===== src/rtl/demultiplexor_4_20_16x20_pkg.sv =====
// Shared constants and types for the URCPU register-bank write side.
// The read multiplexor imports the same package so both ends agree on sizes.
package demultiplexor_4_20_16x20_pkg;

    // Default word width of each register bank entry.
    localparam int DEF_WORD_W = 20;

    // Default address width; the bank holds 2**DEF_ADDR_W entries.
    localparam int DEF_ADDR_W = 4;

    // Entry count of the default configuration.
    localparam int NUM_ENTRIES = 2 ** DEF_ADDR_W;

    // One register bank word at the default width.
    typedef logic [DEF_WORD_W-1:0] word_t;

    // Per-entry flag vector at the default entry count.
    typedef logic [NUM_ENTRIES-1:0] entry_mask_t;

endpackage : demultiplexor_4_20_16x20_pkg


===== src/rtl/demultiplexor_4_20_16x20_register_20.sv =====
// Single register bank entry: synchronous active-low reset, synchronous
// clear and load enable. Reset wins over clear, and clear wins over load.
module register_20
    import demultiplexor_4_20_16x20_pkg::*;
#(
    parameter int WORD_W = DEF_WORD_W
) (
    input  logic              clk,
    input  logic              rst_n,
    input  logic              clr,
    input  logic              load,
    input  logic [WORD_W-1:0] d,
    output logic [WORD_W-1:0] q
);

    // Entry storage: reset, then clear, then load; otherwise hold.
    always_ff @(posedge clk) begin
        if (!rst_n) begin
            q <= '0;
        end else if (clr) begin
            q <= '0;
        end else if (load) begin
            q <= d;
        end
    end

endmodule : register_20


===== src/rtl/demultiplexor_4_20_16x20.sv =====
// Registered 1-to-16 write demultiplexor forming the URCPU register bank.
// wr_addr steers an accepted write into one of sixteen entries (a..p), and
// per-entry strobe pulses and sticky written flags are reported to control.
// Every output comes straight from a flop; there is no bypass path.
module demultiplexor_4_20_16x20
    import demultiplexor_4_20_16x20_pkg::*;
#(
    parameter int WORD_W = DEF_WORD_W,
    parameter int ADDR_W = DEF_ADDR_W
) (
    input  logic                 clk,
    input  logic                 rst_n,
    input  logic                 wr_en,
    input  logic [ADDR_W-1:0]    wr_addr,
    input  logic [WORD_W-1:0]    wr_data,
    input  logic                 clr,
    output logic [WORD_W-1:0]    a,
    output logic [WORD_W-1:0]    b,
    output logic [WORD_W-1:0]    c,
    output logic [WORD_W-1:0]    d,
    output logic [WORD_W-1:0]    e,
    output logic [WORD_W-1:0]    f,
    output logic [WORD_W-1:0]    g,
    output logic [WORD_W-1:0]    h,
    output logic [WORD_W-1:0]    i,
    output logic [WORD_W-1:0]    j,
    output logic [WORD_W-1:0]    k,
    output logic [WORD_W-1:0]    l,
    output logic [WORD_W-1:0]    m,
    output logic [WORD_W-1:0]    n,
    output logic [WORD_W-1:0]    o,
    output logic [WORD_W-1:0]    p,
    output logic [2**ADDR_W-1:0] strobe,
    output logic [2**ADDR_W-1:0] written
);

    localparam int ENTRIES = 2 ** ADDR_W;

    // Write select, one-hot when a write is requested, otherwise all zero.
    logic [ENTRIES-1:0] sel;

    // Contents of every entry, indexed by address.
    logic [WORD_W-1:0]  entry_q [ENTRIES];

    // Address decode; wr_addr is only looked at when wr_en is high, so an
    // unknown address during idle cycles cannot reach any load enable.
    always_comb begin
        sel = '0;
        if (wr_en) begin
            sel[wr_addr] = 1'b1;
        end
    end

    // Sixteen identical entries; clear is routed to every one of them so a
    // write colliding with clr is dropped inside the entry itself.
    for (genvar gi = 0; gi < ENTRIES; gi++) begin : g_entry
        register_20 #(
            .WORD_W (WORD_W)
        ) u_entry (
            .clk   (clk),
            .rst_n (rst_n),
            .clr   (clr),
            .load  (sel[gi]),
            .d     (wr_data),
            .q     (entry_q[gi])
        );
    end

    // Strobe is the registered write select: one cycle per accepted write.
    always_ff @(posedge clk) begin
        if (!rst_n) begin
            strobe <= '0;
        end else if (clr) begin
            strobe <= '0;
        end else begin
            strobe <= sel;
        end
    end

    // Written flags accumulate every accepted write until reset or clear.
    always_ff @(posedge clk) begin
        if (!rst_n) begin
            written <= '0;
        end else if (clr) begin
            written <= '0;
        end else begin
            written <= written | sel;
        end
    end

    // Named outputs feed the read multiplexor inputs directly.
    assign a = entry_q[0];
    assign b = entry_q[1];
    assign c = entry_q[2];
    assign d = entry_q[3];
    assign e = entry_q[4];
    assign f = entry_q[5];
    assign g = entry_q[6];
    assign h = entry_q[7];
    assign i = entry_q[8];
    assign j = entry_q[9];
    assign k = entry_q[10];
    assign l = entry_q[11];
    assign m = entry_q[12];
    assign n = entry_q[13];
    assign o = entry_q[14];
    assign p = entry_q[15];

endmodule : demultiplexor_4_20_16x20

===== config.mk =====
export PLATFORM = sky130hd
export DESIGN_NAME = demultiplexor_4_20_16x20
export DESIGN_NICKNAME = d
export VERILOG_FILES = /design/src/rtl/demultiplexor_4_20_16x20_pkg.sv /design/src/rtl/demultiplexor_4_20_16x20_register_20.sv /design/src/rtl/demultiplexor_4_20_16x20.sv
export SDC_FILE = /design/constraint.sdc
export NUM_CORES = 1
export LEC_CHECK = 0
export ABC_AREA = 1
export ABC_CLOCK_PERIOD_IN_PS = 1600
export BUFFER_PORTS_ARGS = -buffer_cell sky130_fd_sc_hd__buf_2
export CORE_MARGIN = 8
export CORE_UTILIZATION = 45
export DETAILED_ROUTE_END_ITERATION = 8
export GPL_TIMING_DRIVEN = 1
export PLACE_DENSITY = 0.71
export RECOVER_POWER = 50
export SLEW_MARGIN = 20
export SYNTH_ARGS = -nofsm -noshare
export SYNTH_HDL_FRONTEND = slang
export SYNTH_SLANG_ARGS = --single-unit

===== constraint.sdc =====
create_clock -name clk -period 1.6 [get_ports clk]
set_clock_uncertainty 0.05 [all_clocks]
set_input_delay 0.48 -clock clk [delete_from_list [all_inputs] [get_ports clk]]
set_output_delay 0.48 -clock clk [all_outputs]
set_load 0.02 [all_outputs]

==> impl_results.md, run 1 <==
- CTS tree: done
- Synthesized area: around 0.013 mm2
- Max-slew violation count: 0
- Leakage: between 8 and 9 nW
- YS warnings: 0
- Hold Path Origin: wr_data[2]
- Tcrit/Tclk final: 99.2%
- Initial antenna violation count: 2
- Global placer's final weighted congestion: roughly 0.80
- WL/cell: roughly 17 um
- Switching share of total power: a little under a quarter
- # placed instances: between 2,000 and 3,000
- Pin count of the biggest net entering global routing: between 50 and 60
- NetSw: 0.00452 W
- WHS Endpoint: g_entry[3].u_entry.q[2]
- Most common flop cell mapped by yosys: dfxtp_1
- Fin nets: roughly 2,300
- Worst rel slew slack: 56.3%
- Initial DRT Pass Iterations: 5
- Clock Power Share: a little under half
- CTS Buffer Depth: 3
- Peak supply drop: 905 uV
- Largest stage delay, worst path: about 380 ps
- Die W: 188 um
- CP Class: flop to output pin
- Routed vias/inst: approximately 5
- Final setup vio count: 0
- Crit path max fanout: 1
- Yosys cell types: 13
- Post-synth top area share: 52.9%
- Port Buf Inserts: approximately 380
- Power per Cell Area: just over 1000 mW/mm2
- Synth Net Count: 1,956
- Detail Route Antenna Nets: 0
- Core ar.: just under 0.03 mm2
- EDFF count, synth: 0
- WP buf/inv: 1
- Starting Density: between 40% and 50%
- Outcome: complete, no violations
- CP Capture Type: output pin
- Final hold violations: 0
- Worst-margin pin slew: ~650 ps
- Top-count cell post-synth: nor2_1
- First-pass GRT wire length: slightly above 70,000 um
- Area leader, netlist: dfxtp_1
- Seq/Total Area, Yosys: 52.9%
- Hold depth: 3
- Fmax achieved: between 600 and 700 MHz
- H-Tree Depth: 2
- Worst skew pair latency: 510 ps
- Reg2Reg Depth: 4
- DIE HEIGHT: about 190 um
- Num CTS Buffers: 38
- R2r endpoint: g_entry[0].u_entry.q[12]
- Dpl hpwl: between 30,000 and 40,000 um
- P_int: approximately 0.014 W
- Vias in the first global route: 12,900
- Top cells by area, synth: dfxtp_1 (53%), nor2_1 (19%), nand2_1 (15%), nand4_1 (3.8%), clkbuf_1 (2.1%)
- Syn avg cell area: 6.90 um2
- # clock sinks: 352
- Worst Path Arrival: around 1100 ps
- Gate Count Post-Synth: 1,928
- Slowest stage cell, crit path: dfxtp_1
- Post-Layout Cell Count: around 2,700
- Initial DRC Count: 919
- Setup slack, reg-to-reg: around 880 ps
- Clock transition at the registers of the reported paths: around 60 ps
- Layout area overhead: 37.4%
- Final WL: 46,700 um
- Reg2reg start: g_entry[0].u_entry.q[12]
- Synth cell count leaders: nor2_1 (691), nand2_1 (530), dfxtp_1 (352)
- Layout cells sized above 1: about 26%
- Comb power frac: 7.9%
- Die area: ~0.035 mm2
- Reg power frac: between 40% and 50%
- DP Area: ~0.017 mm2
- Post-route cell area: between 0.015 and 0.02 mm2
- Ports: 380
- Critical path's top delay family: flip-flops
- DRC viols: 0
- Startpoint Class: flop
- Asr flop ratio synth: 0%
- #FFs+latches synth: around 350
- Fin crit period: between 1500 and 2000 ps
- Vias: about 14,000
- GRT Resource Usage Total: around a quarter
- Setup ws final: 12.4 ps
- Hold crit path type: input port to flop
- Grt total ovfl: 0
- Final setup TNS: 0 ps
- CP Cell Sequence: buf_4
- CP Data Required Time: 1070 ps
- Worst slack at placement: -184 ps
- Rows: 63
- Clock Tree Root: clkbuf_16
- Max-Cap Viols: 0
cell usage in the layout, fill, tap and decap left out:
cell          n
buf_12       52
buf_2       233
buf_4       182
buf_6         3
bufinv_16     1
clkbuf_1     12
clkbuf_16    39
clkbuf_2      6
clkbuf_4      5
clkbuf_8     10
clkinv_2      8
clkinvlp_4    1
dfxtp_1     308
dfxtp_2      44
diode_2       1
inv_1        68
inv_6         3
nand2_1     530
nand3_1      44
nand3_2       2
nand4_1      80
nor2_1      676
nor2_2        4
nor2_4       12
nor3_1       14
o21ai_0       2
flip-flops by register name, summed over array words and instances (netlist names):
name,flops
written,16
strobe,16
g_entry.u_entry.q,320
per-layer routing:
metal	vias up	track usage, %	routed length, um
met4	2	9.55	1490
met2	662	41.9	21900
met1	6231	30.1	18500
met5	-	0	13
met3	103	7.67	4870
li1	6640	-	-
worst reg2reg max path: stages (launching register included):
cell	delay [ps]
dfxtp_1	340
inv_1	40
nand2_1	60
nand2_1	50
nor2_1	110
power by group through the flow:
stage / clock network [W] / logic, W / registers, W
after floorplan: 0 / 0.000692 / 0.00915
after global placement: 0 / 0.00150 / 0.00907
after detailed placement: 0 / 0.00152 / 0.00907
after CTS: 0.00872 / 0.00153 / 0.00888
after global routing: 0.00910 / 0.00163 / 0.00888
final: 0.00858 / 0.00151 / 0.00888
cells by family (layout without fill, tap and decap cells):
family | after synthesis | in the layout | share of synthesized area, %
compound gates | 2 | 2 | 0.0752
buf+inv | 212 | 623 | 6.44
flops | 352 | 352 | 52.9
other cells | 0 | 1 | 0
simple gates | 1362 | 1362 | 40.5
timing repair:
item / 4_1_cts / 5_1_grt
gates cloned: 0 / 0
resized for setup: 69 / 127
endpoints found under the setup margin: 53 / 112
hold buffers: 0 / 0
setup buffers: 0 / 0
pin swaps: 0 / 0
final cells by class:
class	instances	area (um2)
clock buffer	53	1130
tap	390	488
sequential	352	7100
antenna	1	2.50
inverter	68	255
clock inverter	13	104
multi-input combinational	1364	5510
timing repair buffer	489	3700
fill	2580	11100
through the flow:
stage	utilization [%]	hold slack [ps]	total power [W]
2_1_floorplan	-	502	0.00985
3_3_place_gp	57.0	385	0.0106
3_5_place_dp	57.0	399	0.0106
4_1_cts	61.7	160	0.0191
5_1_grt	62.2	165	0.0196
6_report	62.2	177	0.0190
how the worst max path moves through the flow:
stage / start / to / slack [ps] / cells past startpoint
finish: strobe[7] / strobe[7] / 10 / 1
global route: g_entry[2].u_entry.q[5] / c[5] / -4 / 1
CTS: g_entry[11].u_entry.q[15] / l[15] / 0.5 / 1
detailed placement: wr_addr[1] / g_entry[9].u_entry.q[4] / -180 / 8
global placement: wr_en / g_entry[9].u_entry.q[19] / -120 / 7
floorplan: wr_en / g_entry[0].u_entry.q[11] / 60 / 7
Note: power is estimated with default switching activity, not from simulation.
==> inputs of run 2 (changes only) <==
- ABC_AREA: 1 -> default
==> impl_results.md, run 2 <==
- Outcome: complete, no violations
- Starting Density: 45.9% (+0.59 points)
- Vias in the first global route: 10,500 (-19%)
- Yosys cell types: 27 (+14)
- Initial DRT Pass Iterations: 5 (unchanged)
- H-Tree Depth: 2 (unchanged)
- Hold Path Origin: wr_data[6]
- Final setup TNS: 0 ps (unchanged)
- Pin count of the biggest net entering global routing: 55 (unchanged)
- Hold crit path type: input port to flop
- CP Data Required Time: 1070 ps (about the same)
- Detail Route Antenna Nets: 0 (unchanged)
- First-pass GRT wire length: 60,800 um (-15%)
- Reg2Reg Depth: 2 (-2)
- Worst Path Arrival: 1040 ps (-20 ps)
- # placed instances: 1,900 (-29%)
- Max-slew violation count: 0 (unchanged)
- Ports: 380 (unchanged)
- WL/cell: 20.6 um (+20%)
- Leakage: 8.91 nW (+8.5%)
- Core ar.: 0.0270 mm2 (-8.1%)
- Largest stage delay, worst path: 370 ps (about the same)
- Final Util: 61.2% (-1.0 points)
- Global placer's final weighted congestion: 0.794 (-0.61%)
- Vias: 10,100 (-26%)
- Tot Pwr: 0.0182 W (-4.3%)
- Synth Net Count: 1,227 (-37%)
- Routed vias/inst: 5.14 (+2.9%)
- Initial antenna violation count: 1 (-1)
- Fin crit period: 1570 ps (-17.4 ps)
- Final WL: 40,300 um (-14%)
- Area leader, netlist: dfxtp_1
- Fin nets: 1,626 (-31%)
- Die W: 182 um (-3.2%)
- Commonest non-fill, non-tap cells in the layout: dfxtp_1 (337), buf_2 (310), nand2_1 (302), mux2i_1 (280), buf_4 (117)
- Top-count cell post-synth: dfxtp_1
- R2r endpoint: g_entry[7].u_entry.q[12]
- Num CTS Buffers: 37 (-2.6%)
- Layout area overhead: 33.5%
- Most common cell after layout, fill and taps aside: dfxtp_1
- GRT Resource Usage Total: 23.2% (-1.9 points)
- CP Cell Sequence: buf_4
- DIE HEIGHT: 182 um (-3.2%)
- Port Buf Inserts: 379 (unchanged)
- Rows: 60 (-4.8%)
- CP Capture Type: output pin
- Clock Tree Root: clkbuf_16
- Power per Cell Area: 1100 mW/mm2 (+5.8%)
- Tcrit/Tclk final: 98.1% (-1.1 points)
- #FFs+latches synth: 352 (unchanged)
- CTS tree: done
- Reg2reg start: g_entry[7].u_entry.q[12]
- Post-Layout Cell Count: 1,963 (-28%)
- Cts hold-fix bufs: 0 (unchanged)
- Max FFs per register: 320 (unchanged)
- Layout cells sized above 1: 33.4% (+7.5 points)
- Dpl hpwl: 28,500 um (-13%)
- Asr flop ratio synth: 0% (unchanged)
- EDFF count, synth: 0 (unchanged)
- Startpoint Class: flop
- Grt total ovfl: 0 (unchanged)
- Seq/Total Area, Yosys: 56.9% (+3.9 points)
- DRC viols: 0 (unchanged)
- Top cells by area, synth: dfxtp_1 (57%), mux2i_1 (23%), nand2_1 (9.1%), o211ai_1 (2.4%), clkbuf_1 (1.9%)
- Final hold violations: 0 (unchanged)
- Synth cell count leaders: dfxtp_1 (352), nand2_1 (302), mux2i_1 (280)
- Die area: 0.0331 mm2 (-6.3%)
- Slowest stage cell, crit path: dfxtp_1
- Most common flop cell mapped by yosys: dfxtp_1
- Fmax achieved: 637 MHz (+1.1%)
- YS warnings: 0 (unchanged)
- Clock transition at the registers of the reported paths: 60 ps (about the same)
- Initial DRC Count: 529 (-42%)
- Final setup vio count: 0 (unchanged)
- Setup slack, reg-to-reg: 880 ps (about the same)
- Worst-margin pin slew: 797 ps (+144 ps)
- WP buf/inv: 1 (unchanged)
- Largest Register: g_entry.u_entry.q
- Crit path max fanout: 2 (+1)
- CP Class: flop to output pin
- Gate Count Post-Synth: 1,199 (-38%)
- Critical path's top delay family: flip-flops
- Syn avg cell area: 10.3 um2 (+50%)
- Largest regs: g_entry.u_entry.q: 320 flops, strobe: 16 flops, written: 16 flops
- Max-Cap Viols: 0 (unchanged)
- Worst rel slew slack: 46.9% (-9.4 points)
- # clock sinks: 352 (unchanged)
- Synthesized area: 0.0124 mm2 (-6.9%)
- Peak supply drop: 858 uV (-5.2%)
- WHS Endpoint: g_entry[14].u_entry.q[6]
- Post-synth top area share: 56.9% (+3.9 points)
- Hold depth: 4 (+1)
- CTS Buffer Depth: 3 (unchanged)
- Worst skew pair latency: 500 ps (about the same)
==> run 2: final cells by class <==
type	instances	area, um2
Timing Repair Buffer	473	3030
Fill cell	2264	10500
Tap cell	341	427
Antenna cell	1	2.50
Sequential cell	352	7070
Clock inverter	8	96.3
Multi-Input combinational cell	719	4760
Inverter	15	56.3
Clock buffer	54	1110
==> run 2: timing repair <==
action,4_1_cts,5_1_grt
setup buffers,0,0
gates resized for setup,35,55
cloned,0,0
setup endpoints to repair,26,48
==> run 2: cells by family after synthesis <==
family | count (synthesis) | share of synthesized area [%]
DFF | 352 | 56.9
and+or+nand+nor | 343 | 11.0
muxes | 280 | 22.6
buffers and inverters | 128 | 4.84
AOI/OAI and AO/OA | 96 | 4.70
==> run 2: metal layers <==
layer	vias up	track usage, %	wire, um
met2	333	41.2	20200
met3	81	6.31	2850
met1	4899	26.2	16000
met5	-	0	0
met4	0	8.79	1280
li1	4774	-	-
==> run 2: power by group <==
part	switching [W]	total (W)	internal, W
logic	0.000557	0.000866	0.000309
clock network	0.00334	0.00846	0.00513
registers	0.0000242	0.00883	0.00881
total	0.00392	0.0182	0.0142
==> run 2: per-stage QoR <==
stage          setup slack [ps]  instance area, um2  hold slack, ps
2_1_floorplan             -72.9               12500             472
3_3_place_gp               -183               15300             379
3_5_place_dp               -204               15300             385
4_1_cts                   0.157               16600             341
5_1_grt                   -5.73               16500             375
6_report                   29.8               16500             366
==> run 2: worst max path at each step <==
stage	start	end	slack (ps)	cells past startpoint
floorplan	wr_addr[1]	g_entry[4].u_entry.q[11]	-70	5
global placement	wr_addr[1]	g_entry[6].u_entry.q[0]	-180	6
detailed placement	wr_addr[1]	g_entry[6].u_entry.q[9]	-200	6
CTS	g_entry[3].u_entry.q[2]	d[2]	0.2	1
global route	g_entry[0].u_entry.q[9]	a[9]	-6	1
finish	g_entry[9].u_entry.q[9]	j[9]	30	1
==> inputs of run 3 (changes only) <==
- PLACE_DENSITY: 0.71 -> 0.72
- SYNTH_HIERARCHICAL: default -> 1
- TNS_END_PERCENT: default -> 5
==> impl_results.md, run 3 <==
- Area leader, netlist: dfxtp_1
- Detail Route Antenna Nets: 0 (unchanged)
- Worst-margin pin slew: 516 ps (-280 ps)
- Top cells by area, synth: dfxtp_1 (56%), mux2i_1 (26%), nor2_1 (10%), buf_6 (2.9%), buf_2 (1.5%)
- Final setup TNS: 0 ps (unchanged)
- P_int: 0.0140 W (-2.0%)
- DIE HEIGHT: 183 um (+0.41%)
- Hold crit path type: input port to flop
- Syn avg cell area: 10.9 um2 (+5.8%)
- Final WL: 39,200 um (-2.8%)
- Leakage: 6.68 nW (-25%)
- Worst rel slew slack: 65.6% (+19 points)
- Clock Tree Root: clkbuf_16
- Vias in the first global route: 9,634 (-8.3%)
- Routed vias/inst: 4.93 (-4.1%)
- Layout cells sized above 1: 33.0% (-0.42 points)
- Switching share of total power: 22.3% (+0.73 points)
- Die W: 183 um (+0.41%)
- Worst skew pair latency: 510 ps (about the same)
- Comb power frac: 5.1% (+0.3 points)
- Reg2reg start: g_entry[8].u_entry/q[10]
- Max-Cap Viols: 0 (unchanged)
- CP Data Required Time: 1070 ps (about the same)
- Max FFs per register: 320 (unchanged)
- Synth Net Count: 1,171 (-4.6%)
- Final setup vio count: 0 (unchanged)
- H-Tree Depth: 2 (unchanged)
- Core ar.: 0.0276 mm2 (+1.9%)
- Gate Count Post-Synth: 1,143 (-4.7%)
- Vias: 9,649 (-4.3%)
- CP Capture Type: output pin
- Largest Register: g_entry.u_entry/q
- Global placer's final weighted congestion: 0.788 (-0.73%)
- Peak supply drop: 818 uV (-4.6%)
- Final hold violations: 0 (unchanged)
- Startpoint Class: flop
- Dpl hpwl: 27,700 um (-3.1%)
- Port Buf Inserts: 379 (unchanged)
- Die area: 0.0334 mm2 (+0.81%)
- Clock transition at the registers of the reported paths: 60 ps (about the same)
- Yosys cell types: 18 (-33%)
- Worst slack at placement: -335 ps (-131 ps)
- Fmax achieved: 635 MHz (-0.31%)
- Crit path from: g_entry[14].u_entry/q[17]
- Rows: 61 (+1.7%)
- WL/cell: 20.0 um (-2.6%)
- DP Area: 0.0152 mm2 (-0.30%)
- Power per Cell Area: 1090 mW/mm2 (-0.96%)
- Post-CTS Setup Bufs: 0 (unchanged)
- Grt total ovfl: 0 (unchanged)
- Critical path's top delay family: flip-flops
- GRT Resource Usage Total: 22.4% (-0.78 points)
- Most common cell after layout, fill and taps aside: nor2_1
- Post-route cell area: 0.0165 mm2 (-0.11%)
- Initial DRT Pass Iterations: 5 (unchanged)
- Max-slew violation count: 0 (unchanged)
- Post-synth top area share: 56.4% (-0.50 points)
- Starting Density: 45.4% (-0.48 points)
- CTS Buffer Depth: 3 (unchanged)
- Pin count of the biggest net entering global routing: 21 (-62%)
- Num CTS Buffers: 36 (-2.7%)
- First-pass GRT wire length: 58,500 um (-3.7%)
- NetSw: 0.00401 W (+2.3%)
- Fin nets: 1,586 (-2.5%)
- Top-count cell post-synth: dfxtp_1
- YS warnings: 6 (+6)
- CTS tree: done
- Initial DRC Count: 480 (-9.3%)
- DRC viols: 0 (unchanged)
- Initial antenna violation count: 0 (-1)
- Seq/Total Area, Yosys: 56.4% (-0.50 points)
- Ports: 380 (unchanged)
- Tcrit/Tclk final: 98.4% (+0.30 points)
- Hold Path Origin: wr_data[7]
- Largest regs: g_entry.u_entry/q: 320 flops, strobe: 16 flops, written: 16 flops
- Ant. Diodes: 0 (-1)
- Synthesized area: 0.0125 mm2 (+0.89%)
- Most common flop cell mapped by yosys: dfxtp_1
- CP Cell Sequence: buf_2
- Fin crit period: 1580 ps (+4.86 ps)
- RSZ-0062 raised after global routing: true
- #FFs+latches synth: 352 (unchanged)
- # clock sinks: 352 (unchanged)
- Commonest non-fill, non-tap cells in the layout: nor2_1 (342), dfxtp_1 (341), mux2i_1 (320), buf_2 (270), buf_4 (128)
- Synth cell count leaders: dfxtp_1 (352), nor2_1 (348), mux2i_1 (320)
- WP buf/inv: 1 (unchanged)
- Asr flop ratio synth: 0% (unchanged)
- Slowest stage cell, crit path: dfxtp_1
- Worst Path Arrival: 1050 ps (about the same)
- Setup ws final: 25.0 ps (-4.86 ps)
- CP Class: flop to output pin
- Largest stage delay, worst path: 350 ps (-20 ps)
- EDFF count, synth: 0 (unchanged)
- Crit path max fanout: 2 (unchanged)
- Reg power frac: 49.1% (+0.5 points)
- Clock Power Share: 45.7% (-0.9 points)
- Outcome: complete, no violations
- Layout area overhead: 32.2%
## run 3: worst paths after layout
path                                   end  slack [ps]  depth (start not counted)
hold reg to reg                 written[1]         410                          1
setup / recovery                     o[17]          20                          1
setup reg to reg  g_entry[8].u_entry/q[10]         880                          2
hold / removal    g_entry[15].u_entry/q[7]         340                          3
## run 3: metrics by stage
step                      util (%)  hold WS [ps]  instances  power (W)
after floorplan                  -           494       1143    0.00947
after global routing          60.0           327       1959     0.0186
after CTS                     59.6           320       1959     0.0182
after global placement        55.3           390       1898    0.00997
after detailed placement      55.3           395       1898    0.00998
final                         60.0           341       1959     0.0180
## run 3: power groups by stage
| stage | combinational, W | clock [W] | sequential, W |
|---|---|---|---|
| floorplan | 0.000395 | 0 | 0.00908 |
| global placement | 0.000947 | 0 | 0.00902 |
| detailed placement | 0.000954 | 0 | 0.00902 |
| CTS | 0.000956 | 0.00837 | 0.00883 |
| global route | 0.000981 | 0.00876 | 0.00883 |
| finish | 0.000925 | 0.00821 | 0.00883 |
## run 3: final cells by class
cell class	instances	area (um2)
Clock buffer	51	1040
Clock inverter	10	114
Fill cell	2307	11000
Multi-Input combinational cell	716	4950
Sequential cell	352	7060
Tap cell	378	473
Timing Repair Buffer	452	2890
## run 3: layer usage
layer	up-vias	GRT usage, %	wire length, um
met5	-	0	0
met4	0	7.87	1260
met3	76	7.62	3280
met2	334	38.4	18900
met1	4598	25.8	15800
li1	4641	-	-
## run 3: logic make-up after synthesis
kind of cell	Yosys count	synth area share [%]
flip-flops	352	56.4
AO/OA/AOI/OAI	16	1.32
AND/OR/NAND/NOR	380	12.1
multiplexers	320	25.6
buffers and inverters	75	4.55
## run 3: what timing repair did
action,CTS,global route
setup endpoints to repair,3,110
pin swaps,0,0
hold buffers,0,0
resized for setup,4,133
